File: config.mk
export PLATFORM = sky130hd
export DESIGN_NAME = instr_encoder_loader_flat
export DESIGN_NICKNAME = d
export VERILOG_FILES = /design/src/rtl/mips_isa_pkg.sv /design/src/rtl/instr_encoder_loader_if.sv /design/src/rtl/instr_encode.sv /design/src/rtl/instr_encoder_loader.sv /design/src/flat_wrapper.sv
export SDC_FILE = /design/constraint.sdc
export NUM_CORES = 1
export LEC_CHECK = 0
export ABC_AREA = 1
export CAP_MARGIN = 40
export CORE_ASPECT_RATIO = 1.2
export CORE_MARGIN = 2
export CORE_UTILIZATION = 54
export DETAILED_ROUTE_END_ITERATION = 10
export MAX_ROUTING_LAYER = met4
export PLACE_DENSITY = 0.86
export SETUP_SLACK_MARGIN = 0.02
export SLEW_MARGIN = 20
export SYNTH_ARGS = -nofsm -noshare
export SYNTH_HDL_FRONTEND = slang
export SYNTH_SLANG_ARGS = --single-unit
File: constraint.sdc
create_clock -name clk -period 5.17 [get_ports clk]
set_clock_uncertainty 0.15 [all_clocks]
set_input_delay 1.034 -clock clk [delete_from_list [all_inputs] [get_ports clk]]
set_output_delay 1.034 -clock clk [all_outputs]
set_load 0.1 [all_outputs]
File: src/rtl/mips_isa_pkg.sv
// MIPS opcode/funct constants, mnemonic codes and field positions shared by the
// control decoder and the program loader.
package mips_isa_pkg;

    localparam logic [5:0] OpRtype = 6'h00;
    localparam logic [5:0] OpBeq   = 6'h04;
    localparam logic [5:0] OpBne   = 6'h05;
    localparam logic [5:0] OpAddi  = 6'h08;
    localparam logic [5:0] OpAddiu = 6'h09;
    localparam logic [5:0] OpSlti  = 6'h0A;
    localparam logic [5:0] OpSltiu = 6'h0B;
    localparam logic [5:0] OpAndi  = 6'h0C;
    localparam logic [5:0] OpOri   = 6'h0D;
    localparam logic [5:0] OpXori  = 6'h0E;
    localparam logic [5:0] OpLw    = 6'h23;
    localparam logic [5:0] OpSw    = 6'h2B;

    localparam logic [5:0] FnAdd  = 6'h20;
    localparam logic [5:0] FnAddu = 6'h21;
    localparam logic [5:0] FnSub  = 6'h22;
    localparam logic [5:0] FnSubu = 6'h23;
    localparam logic [5:0] FnAnd  = 6'h24;
    localparam logic [5:0] FnOr   = 6'h25;
    localparam logic [5:0] FnXor  = 6'h26;
    localparam logic [5:0] FnNor  = 6'h27;
    localparam logic [5:0] FnSlt  = 6'h2A;
    localparam logic [5:0] FnSltu = 6'h2B;

    typedef enum logic [4:0] {
        MnAdd   = 5'd0,  MnAddu  = 5'd1,  MnSub   = 5'd2,  MnSubu  = 5'd3,
        MnAnd   = 5'd4,  MnOr    = 5'd5,  MnXor   = 5'd6,  MnNor   = 5'd7,
        MnSlt   = 5'd8,  MnSltu  = 5'd9,  MnAddi  = 5'd10, MnAddiu = 5'd11,
        MnSlti  = 5'd12, MnSltiu = 5'd13, MnAndi  = 5'd14, MnOri   = 5'd15,
        MnXori  = 5'd16, MnLw    = 5'd17, MnSw    = 5'd18, MnBeq   = 5'd19,
        MnBne   = 5'd20
    } mnem_e;

    localparam int unsigned OpLsb    = 26;
    localparam int unsigned RsLsb    = 21;
    localparam int unsigned RtLsb    = 16;
    localparam int unsigned RdLsb    = 11;
    localparam int unsigned ShamtLsb = 6;
    localparam int unsigned FunctLsb = 0;
    localparam int unsigned ImmLsb   = 0;

    localparam logic [1:0] ErrNone     = 2'd0;
    localparam logic [1:0] ErrIllegal  = 2'd1;
    localparam logic [1:0] ErrOverflow = 2'd2;

    typedef enum logic [1:0] {StIdle, StLoad, StDone, StError} state_e;

endpackage

File: src/rtl/instr_encoder_loader_if.sv
// Symbolic-instruction stream: valid/ready handshake plus instruction fields.
interface instr_encoder_loader_if;
    logic        valid;
    logic        ready;
    logic [4:0]  mnem;
    logic [4:0]  rs;
    logic [4:0]  rt;
    logic [4:0]  rd;
    logic [15:0] imm;
    logic        last;

    modport master (output valid, mnem, rs, rt, rd, imm, last, input ready);
    modport slave  (input valid, mnem, rs, rt, rd, imm, last, output ready);
endinterface

File: src/rtl/instr_encode.sv
// Combinational mnemonic-to-MIPS-word encoder; flags codes outside the decoded set.
module instr_encode
    import mips_isa_pkg::*;
(
    input  logic [4:0]  mnem,
    input  logic [4:0]  rs,
    input  logic [4:0]  rt,
    input  logic [4:0]  rd,
    input  logic [15:0] imm,
    output logic [31:0] word,
    output logic        illegal
);
    logic [5:0] op;
    logic [5:0] funct;
    logic       rtype;

    always_comb begin
        op      = OpRtype;
        funct   = '0;
        rtype   = 1'b0;
        illegal = 1'b0;
        case (mnem)
            MnAdd:   begin rtype = 1'b1; funct = FnAdd;  end
            MnAddu:  begin rtype = 1'b1; funct = FnAddu; end
            MnSub:   begin rtype = 1'b1; funct = FnSub;  end
            MnSubu:  begin rtype = 1'b1; funct = FnSubu; end
            MnAnd:   begin rtype = 1'b1; funct = FnAnd;  end
            MnOr:    begin rtype = 1'b1; funct = FnOr;   end
            MnXor:   begin rtype = 1'b1; funct = FnXor;  end
            MnNor:   begin rtype = 1'b1; funct = FnNor;  end
            MnSlt:   begin rtype = 1'b1; funct = FnSlt;  end
            MnSltu:  begin rtype = 1'b1; funct = FnSltu; end
            MnAddi:  op = OpAddi;
            MnAddiu: op = OpAddiu;
            MnSlti:  op = OpSlti;
            MnSltiu: op = OpSltiu;
            MnAndi:  op = OpAndi;
            MnOri:   op = OpOri;
            MnXori:  op = OpXori;
            MnLw:    op = OpLw;
            MnSw:    op = OpSw;
            MnBeq:   op = OpBeq;
            MnBne:   op = OpBne;
            default: illegal = 1'b1;
        endcase
    end

    // Only the fields belonging to the format are placed; the rest never reach the word.
    always_comb begin
        word = '0;
        if (rtype) begin
            word = (32'(rs) << RsLsb) | (32'(rt) << RtLsb) | (32'(rd) << RdLsb)
                 | (32'(5'd0) << ShamtLsb) | (32'(funct) << FunctLsb);
        end else if (!illegal) begin
            word = (32'(op) << OpLsb) | (32'(rs) << RsLsb) | (32'(rt) << RtLsb)
                 | (32'(imm) << ImmLsb);
        end
    end
endmodule

File: src/rtl/instr_encoder_loader.sv
// Program loader: encodes streamed symbolic instructions and writes them to
// instruction memory at consecutive word addresses from a latched base.
module instr_encoder_loader
    import mips_isa_pkg::*;
#(
    parameter int unsigned DEPTH = 256,
    parameter int unsigned AW    = 32
) (
    input  logic                   clk,
    input  logic                   rst_n,
    input  logic                   start,
    input  logic [AW-1:0]          base_addr,
    instr_encoder_loader_if.slave  s,
    output logic                   imem_we,
    output logic [AW-1:0]          imem_addr,
    output logic [31:0]            imem_wdata,
    output logic [15:0]            count,
    output logic                   busy,
    output logic                   done,
    output logic [1:0]             err
);
    state_e        state_q, state_d;
    logic [AW-1:0] base_q, base_d;
    logic [AW-1:0] addr_q, addr_d;
    logic [31:0]   wdata_q, wdata_d;
    logic [15:0]   count_q, count_d;
    logic          we_q, we_d;
    logic          done_q, done_d;
    logic [1:0]    err_q, err_d;

    logic [31:0]   enc_word;
    logic          enc_illegal;
    logic          accept;
    logic [16:0]   count_inc;

    instr_encode u_encode (
        .mnem    (s.mnem),
        .rs      (s.rs),
        .rt      (s.rt),
        .rd      (s.rd),
        .imm     (s.imm),
        .word    (enc_word),
        .illegal (enc_illegal)
    );

    assign accept    = s.valid && (state_q == StLoad);
    assign count_inc = {1'b0, count_q} + 17'd1;

    always_comb begin
        state_d = state_q;
        base_d  = base_q;
        addr_d  = addr_q;
        wdata_d = wdata_q;
        count_d = count_q;
        we_d    = 1'b0;
        done_d  = done_q;
        err_d   = err_q;
        unique case (state_q)
            StLoad: begin
                if (accept) begin
                    // Illegal mnemonic wins over s_last and overflow: nothing is written.
                    if (enc_illegal) begin
                        state_d = StError;
                        err_d   = ErrIllegal;
                    end else begin
                        we_d    = 1'b1;
                        addr_d  = base_q + AW'({count_q, 2'b00});
                        wdata_d = enc_word;
                        count_d = count_inc[15:0];
                        if (s.last) begin
                            state_d = StDone;
                            done_d  = 1'b1;
                        end else if (count_inc == 17'(DEPTH)) begin
                            state_d = StError;
                            err_d   = ErrOverflow;
                        end
                    end
                end
            end
            default: begin
                if (start) begin
                    state_d = StLoad;
                    base_d  = base_addr;
                    count_d = '0;
                    done_d  = 1'b0;
                    err_d   = ErrNone;
                end
            end
        endcase
    end

    always_ff @(posedge clk or negedge rst_n) begin
        if (!rst_n) begin
            state_q <= StIdle;
            base_q  <= '0;
            addr_q  <= '0;
            wdata_q <= '0;
            count_q <= '0;
            we_q    <= 1'b0;
            done_q  <= 1'b0;
            err_q   <= ErrNone;
        end else begin
            state_q <= state_d;
            base_q  <= base_d;
            addr_q  <= addr_d;
            wdata_q <= wdata_d;
            count_q <= count_d;
            we_q    <= we_d;
            done_q  <= done_d;
            err_q   <= err_d;
        end
    end

    assign s.ready    = (state_q == StLoad);
    assign busy       = (state_q == StLoad);
    assign imem_we    = we_q;
    assign imem_addr  = addr_q;
    assign imem_wdata = wdata_q;
    assign count      = count_q;
    assign done       = done_q;
    assign err        = err_q;
endmodule
File: src/flat_wrapper.sv
// flat-port wrapper written by rule: the top's interface ports become plain ports
module instr_encoder_loader_flat import mips_isa_pkg::*;
#(
    parameter int unsigned DEPTH = 256,
    parameter int unsigned AW    = 32
)
  (clk, rst_n, start, base_addr, imem_we, imem_addr, imem_wdata, count, busy, done, err, s_valid, s_mnem, s_rs, s_rt, s_rd, s_imm, s_last, s_ready);
  instr_encoder_loader_if s_i ();
  input  logic clk;
  input  logic rst_n;
  input  logic start;
  input  logic [AW-1:0] base_addr;
  output logic imem_we;
  output logic [AW-1:0] imem_addr;
  output logic [31:0] imem_wdata;
  output logic [15:0] count;
  output logic busy;
  output logic done;
  output logic [1:0] err;
  input wire logic [$bits(s_i.valid)-1:0] s_valid;
  input wire logic [$bits(s_i.mnem)-1:0] s_mnem;
  input wire logic [$bits(s_i.rs)-1:0] s_rs;
  input wire logic [$bits(s_i.rt)-1:0] s_rt;
  input wire logic [$bits(s_i.rd)-1:0] s_rd;
  input wire logic [$bits(s_i.imm)-1:0] s_imm;
  input wire logic [$bits(s_i.last)-1:0] s_last;
  output wire logic [$bits(s_i.ready)-1:0] s_ready;
  assign s_i.valid = s_valid;
  assign s_i.mnem = s_mnem;
  assign s_i.rs = s_rs;
  assign s_i.rt = s_rt;
  assign s_i.rd = s_rd;
  assign s_i.imm = s_imm;
  assign s_i.last = s_last;
  assign s_ready = s_i.ready;
  instr_encoder_loader #(.DEPTH(DEPTH), .AW(AW)) u_core (.clk(clk), .rst_n(rst_n), .start(start), .base_addr(base_addr), .s(s_i), .imem_we(imem_we), .imem_addr(imem_addr), .imem_wdata(imem_wdata), .count(count), .busy(busy), .done(done), .err(err));
endmodule
==> impl_metrics.ini, run 1 <==
[outcome]
status = finished, final reports clean

[placed_design]
io_buffers = 157
placed_cells = 1179
place_congestion = 0.933
hpwl_mm = 15.2
dpl_cell_area_um2 = 9450

[power]
intPower_uw = 3780
ir_drop_mv = 0.503
p_leak_uw = 0.00477
switching_share_pct = 49.8
power_density_nw_per_um2 = 744
pwr-share-clk_pct = 16.7
power.switching_uw = 3750
power_frac_seq_pct = 21.5
p_comb_share_pct = 61.8

[synth]
ys_ff_latch = 117
synthesis.area_um2 = 6400
yosys.cell_types.count = 40
synth-edff-count = 0
yosys_warnings = 0
postSynth.asyncResetShare_pct = 100
syn_inst = 799
seq_area_frac_synth_pct = 45.8
synth_ff_type = dfrtp_1
synth_area_per_cell_um2 = 8.01
synthesis.nets = 891

[critical_path]
critPathKind = primary input to flop
endpoint_kind = flop
r2r_start = u_core.count[0]
worstPathArrival_ps = 3390
required_ps = 5250
timing.critical_path.from = s_mnem[1]
path_max_fanout = 83
worstSetupStartpointType = primary input

[final_layout]
finalNonFillerCells = 1213
areaGrowthSynthToFinish_pct = 58.2
regArea_um2 = 2930
fin_nets = 1135
fillers = 527
stdcell_area_um2 = 10100
drive_gt1_share_pct = 16.0
multi_input_area_um2 = 3050
diodes = 0

[global_routing]
grt_antenna_before_repair = 0
grt_max_degree = 92
grtUsageTotal_pct = 37.6
grt-ovfl-total = 0
grt_first_pass_wirelength_mm = 35.1
grt_pass1_vias = 7033

[sta]
max_clock_freq_mhz = 302
hold_slack_ps = 323
setup_viol = 0
hold_viol = 0
slew_viol_final = 0
fin_crit_sh_pct = 64.0
tightest_slew_ps = 673
tns_ps = 0
slew_headroom_pct = 54.6
fin_crit_ps = 3310
rsz0062_at_grt = no

[clocking]
cts_tree = yes
root_buffer = clkbuf_16
cts-resized-gates = 0
clock_latency_ps = 420
cts.clk_slew.worst_paths_ps = 50
cts_max_path_buffers = 2
cts_buffers = 17
htreeDepth = 4
cts_sinks = 117
holdBufCountCts = 0
post_cts_buffers = 0

[die]
num_rows = 43
ioPinCount = 159
die_area_um2 = 12700
initial_core_util_pct = 55.3
core_region_area_um2 = 11600
die_w_um = 103
die_h_um = 123

[drt]
drc = 0
drtPass1Iterations = 6
drt_iter0_markers = 575
vias_per_cell = 5.76
avgRoutedWirePerCell_um = 18.9
drtAntennaViolNets = 0
vias = 6988
wl_mm = 22.9

[worst_hold_path]
hp-start = u_core.err[1]
hold_class = flop to flop

[job]
maxCapViolCount = 0
[sequential cells by signal, summed over array words and instances (netlist names)]
signal / flops
u_core.base_q: 32
u_core.imem_addr: 32
u_core.imem_wdata: 31
u_core.count: 16
u_core.err: 2
u_core.state_q: 2
u_core.done: 1
u_core.imem_we: 1
[cell usage after synthesis (all sizes together), types with 2 or more instances]
cell / instances / area, µm²
nand2: 258 / 978
dfrtp: 117 / 2930
nor2: 80 / 310
inv: 68 / 255
o21ai: 62 / 333
nand3: 48 / 240
a21oi: 35 / 186
mux2: 23 / 259
buf: 20 / 156
ha: 18 / 225
nand4: 11 / 75.1
xnor2: 10 / 87.6
a31oi: 9 / 56.3
nor3: 9 / 45.0
o22ai: 5 / 62.6
xor2: 5 / 43.8
a21o: 4 / 30.0
clkbuf: 3 / 12.5
nor4: 3 / 18.8
or2: 3 / 21.3
nand3b: 2 / 15.0
[power groups by stage]
stage	Combinational [µW]	Sequential, µW	Clock [µW]
floorplan	958	3290	0
global placement	3480	1560	0
detailed placement	4560	1600	0
CTS	4620	1600	1250
global route	4830	1650	1300
finish	4650	1620	1250
[kinds of logic (layout without fill, tap and decap cells)]
group / count (synthesis) / count (layout) / share of synthesized area [%]
AOI/OAI and AO/OA: 119 / 119 / 11.0
buffers and inverters: 91 / 348 / 6.63
DFF: 117 / 117 / 45.8
xor gates and xnor gates: 15 / 15 / 2.05
other: 1 / 1 / 0.0586
muxes: 23 / 23 / 4.05
and+or+nand+nor: 414 / 414 / 26.6
adders and majority gates: 19 / 19 / 3.83
[critical path, stage by stage]
cell and delay (ps):
clkdlybuf4s50_1 630, inv_1 150, nand3_1 160, nand3_1 140
nor2_1 170, nand4_2 220, nand2_4 120, buf_4 180
buf_16 320, o21ai_0 240
[per-layer routing]
layer | up-vias | routed length [µm] | track usage, %
met5 | - | 0 | -
met4 | 0 | 1260 | 21.0
met3 | 126 | 1830 | 8.65
met2 | 503 | 12000 | 63.5
met1 | 3257 | 7860 | 40.1
li1 | 3102 | - | -
[layout by cell type (no fill, tap or decap), drive strengths merged, types with 5 or more instances in the layout]
cell / netlist / layout
ha: 18 / 18
mux2: 23 / 23
xnor2: 10 / 10
clkbuf: 3 / 23
o21ai: 62 / 62
nor3: 9 / 9
a31oi: 9 / 9
buf: 20 / 92
clkdlybuf4s50: 0 / 156
dfrtp: 117 / 117
inv: 68 / 68
nand3: 48 / 48
nand4: 11 / 11
xor2: 5 / 5
a21oi: 35 / 35
nand2: 258 / 258
o22ai: 5 / 5
nor2: 80 / 80
[path summary, 6_finish.rpt]
kind	end	slack [ps]	cells after the start
max	u_core.imem_wdata[0]	1860	10
min	u_core.err[1]	320	2
max reg2reg	u_core.imem_addr[20]	2130	13
min reg2reg	u_core.err[1]	320	2
max in group asynchronous	u_core.imem_addr[8]	3430	2
min in group asynchronous	u_core.count[13]	510	1
[final cells by class]
cell class              instances  share of cell area [%]
repair buffers                248                    30.4
multi-input cells             591                    30.1
flip-flops and latches        117                    28.9
clock buffers                  23                    4.62
inverters                      68                    2.52
well taps                     157                    1.94
clock inverters                 9                    1.48
[per-stage QoR]
| stage | setup slack [ps] | total power [µW] | utilization (%) |
|---|---|---|---|
| floorplan | 2220 | 4250 | - |
| global placement | 1560 | 5040 | 69.4 |
| detailed placement | 1370 | 6150 | 81.7 |
| CTS | 1680 | 7470 | 87.1 |
| global route | 1800 | 7780 | 87.5 |
| finish | 1860 | 7530 | 87.5 |
Power figures use the tool's default switching activity.
==> run 2: changes to the inputs <==
--- a/config.mk
+++ b/config.mk
@@ -9,10 +9,10 @@
 export CAP_MARGIN = 40
 export CORE_ASPECT_RATIO = 1.2
 export CORE_MARGIN = 2
-export CORE_UTILIZATION = 54
+export CORE_UTILIZATION = 50
 export DETAILED_ROUTE_END_ITERATION = 10
 export MAX_ROUTING_LAYER = met4
-export PLACE_DENSITY = 0.86
+export PLACE_DENSITY = 0.8
 export SETUP_SLACK_MARGIN = 0.02
 export SLEW_MARGIN = 20
 export SYNTH_ARGS = -nofsm -noshare
==> constraint.sdc (replaced) <==
create_clock -name clk -period 3.1 [get_ports clk]
set_clock_uncertainty 0.15 [all_clocks]
set_input_delay 0.62 -clock clk [delete_from_list [all_inputs] [get_ports clk]]
set_output_delay 0.62 -clock clk [all_outputs]
set_load 0.1 [all_outputs]
==> run 2 against run 1 <==
  * Via count decreased by 16%
  * Sequential share of layout area increased by 5.7 points
  * Register-to-register slack got worse by 1700 ps
  * Clock power increased by 43%
  * Critical path depth increased by 3
==> impl_metrics.ini, run 2 (synthesized netlist as in run 1, its figures left out) <==
[final_layout]
finalNonFillerCells = 1137
fin_nets = 1054
multi_input_area_um2 = 3050
final_common_cell = nand2_1
regArea_um2 = 2930
drive_gt1_share_pct = 17.5
stdcell_area_um2 = 8450
fillers = 1055
layout_common_cells = nand2_1 (256), dfrtp_1 (117), buf_4 (92)
areaGrowthSynthToFinish_pct = 32.2
diodes = 0

[die]
num_rows = 45
die_h_um = 128
die_w_um = 107
ioPinCount = 159
die_area_um2 = 13700
core_region_area_um2 = 12600
initial_core_util_pct = 50.9

[placed_design]
placed_cells = 1107
detailedPlace.worstSlack_ps = 214
place_congestion = 1.01
dpl_cell_area_um2 = 7920
hpwl_mm = 12.0
io_buffers = 157

[clocking]
cts_buffers = 17
root_buffer = clkbuf_16
clock_latency_ps = 410
post_cts_buffers = 0
cts_max_path_buffers = 2
cts_tree = yes
cts.clk_slew.worst_paths_ps = 50
holdBufCountCts = 0
cts_sinks = 117
htreeDepth = 4
cts-resized-gates = 0

[critical_path]
r2r_start = u_core.count[0]
r2r_setup_slack_ps = 440
path_max_fanout = 8
required_ps = 3250
worstRegToRegCells = 13
endpoint_kind = flop
worstPathArrival_ps = 2810
r2r-end = u_core.imem_addr[20]
critPathKind = flop to flop
critPathCapture = u_core.imem_addr[20]
worstSetupStartpointType = flop
timing.critical_path.from = u_core.count[0]

[global_routing]
grt_first_pass_wirelength_mm = 26.6
grt_antenna_before_repair = 0
grt-ovfl-total = 0
grt_max_degree = 63
grt_pass1_vias = 5577
grtUsageTotal_pct = 25.6

[sta]
setup_viol = 0
slew_headroom_pct = 54.1
tns_ps = 0
max_clock_freq_mhz = 377
hold_viol = 0
slew_viol_final = 0
layout_setup_ws_ps = 444
tightest_slew_ps = 688
rsz0062_at_grt = no
fin_crit_sh_pct = 85.7
fin_crit_ps = 2660

[worst_hold_path]
hold_class = primary input to async pin

[job]
maxCapViolCount = 0

[power]
finalPower_uw = 10200
ir_drop_mv = 1.12
p_leak_uw = 0.00420
power_density_nw_per_um2 = 1200

[drt]
drtPass1Iterations = 7
drc = 0
wl_mm = 16.2
drtAntennaViolNets = 0
vias_per_cell = 5.17
avgRoutedWirePerCell_um = 14.3
vias = 5883
drt_iter0_markers = 425

[outcome]
status = finished, final reports clean
[run 2: changes by cell type in the layout (fill, tap and decap cells not counted)]
| cell | delta |
|---|---|
| clkinv_2 | +1 |
| bufinv_16 | -3 |
| buf_16 | -13 |
| buf_4 | +87 |
| clkbuf_8 | +1 |
| clkdlybuf4s50_1 | -85 |
| clkbuf_1 | +1 |
| clkinvlp_4 | -2 |
| buf_12 | +3 |
| buf_8 | -73 |
[run 2: how the worst min path moves through the flow]
stage,start,to,slack [ps]
2_1_floorplan,rst_n,u_core.base_q[0],170
3_3_place_gp,u_core.state_q[0],u_core.state_q[0],310
3_5_place_dp,u_core.err[1],u_core.err[1],320
4_1_cts,rst_n,u_core.imem_wdata[17],120
5_1_grt,rst_n,u_core.imem_wdata[18],150
6_report,rst_n,u_core.imem_wdata[19],100
[run 2: power by group]
| group | internal (µW) | switching [µW] | leakage (µW) | total [µW] |
|---|---|---|---|---|
| logic | 1320 | 4440 | 0.00249 | 5760 |
| registers | 2170 | 443 | 0.00145 | 2610 |
| clock network | 1150 | 642 | 0.000267 | 1790 |
| total | 4630 | 5530 | 0.00420 | 10200 |
[run 2: layout make-up]
class	instances	share of cell area [%]
multi-input cells	591	36.1
flip-flops and latches	117	34.6
repair buffers	167	17.5
clock buffers	25	5.74
inverters	68	3.02
well taps	164	2.43
clock inverters	5	0.592
[run 2: critical path: stages, from the launching register on]
cell     delay (ps)
dfrtp_1         470
ha_1            300
fa_1            410
nand3_1          90
nand2_1          90
nand3_1         110
nand2_1         120
nand2_1          80
nand2_1         100
nand2_1          80
o21ai_0         110
or2_2           300
nand3_1          80
nand2_1          50
[run 2: metal layers]
metal  routed length, µm  vias to the layer above  GRT usage, %
met5                   0                        -             -
met4                 262                        0          9.40
met3                 779                       19          4.63
met2                8060                      166          41.8
met1                7140                     2769          31.8
li1                    -                     2929             -
[run 2: per-stage QoR]
| stage | utilization (%) | hold slack [ps] |
|---|---|---|
| after global routing | 67.3 | 150 |
| after detailed placement | 63.1 | 316 |
| after global placement | 63.1 | 307 |
| after floorplan | - | 174 |
| after CTS | 67.3 | 120 |
| final | 67.3 | 100 |
==> run 3: changes to the inputs <==
--- a/config.mk
+++ b/config.mk
@@ -6,7 +6,6 @@
 export NUM_CORES = 1
 export LEC_CHECK = 0
 export ABC_AREA = 1
-export CAP_MARGIN = 40
 export CORE_ASPECT_RATIO = 1.2
 export CORE_MARGIN = 2
 export CORE_UTILIZATION = 50
==> results of run 3 <==
Same layout as run 2: the final DEF is identical, and so are final timing and power.
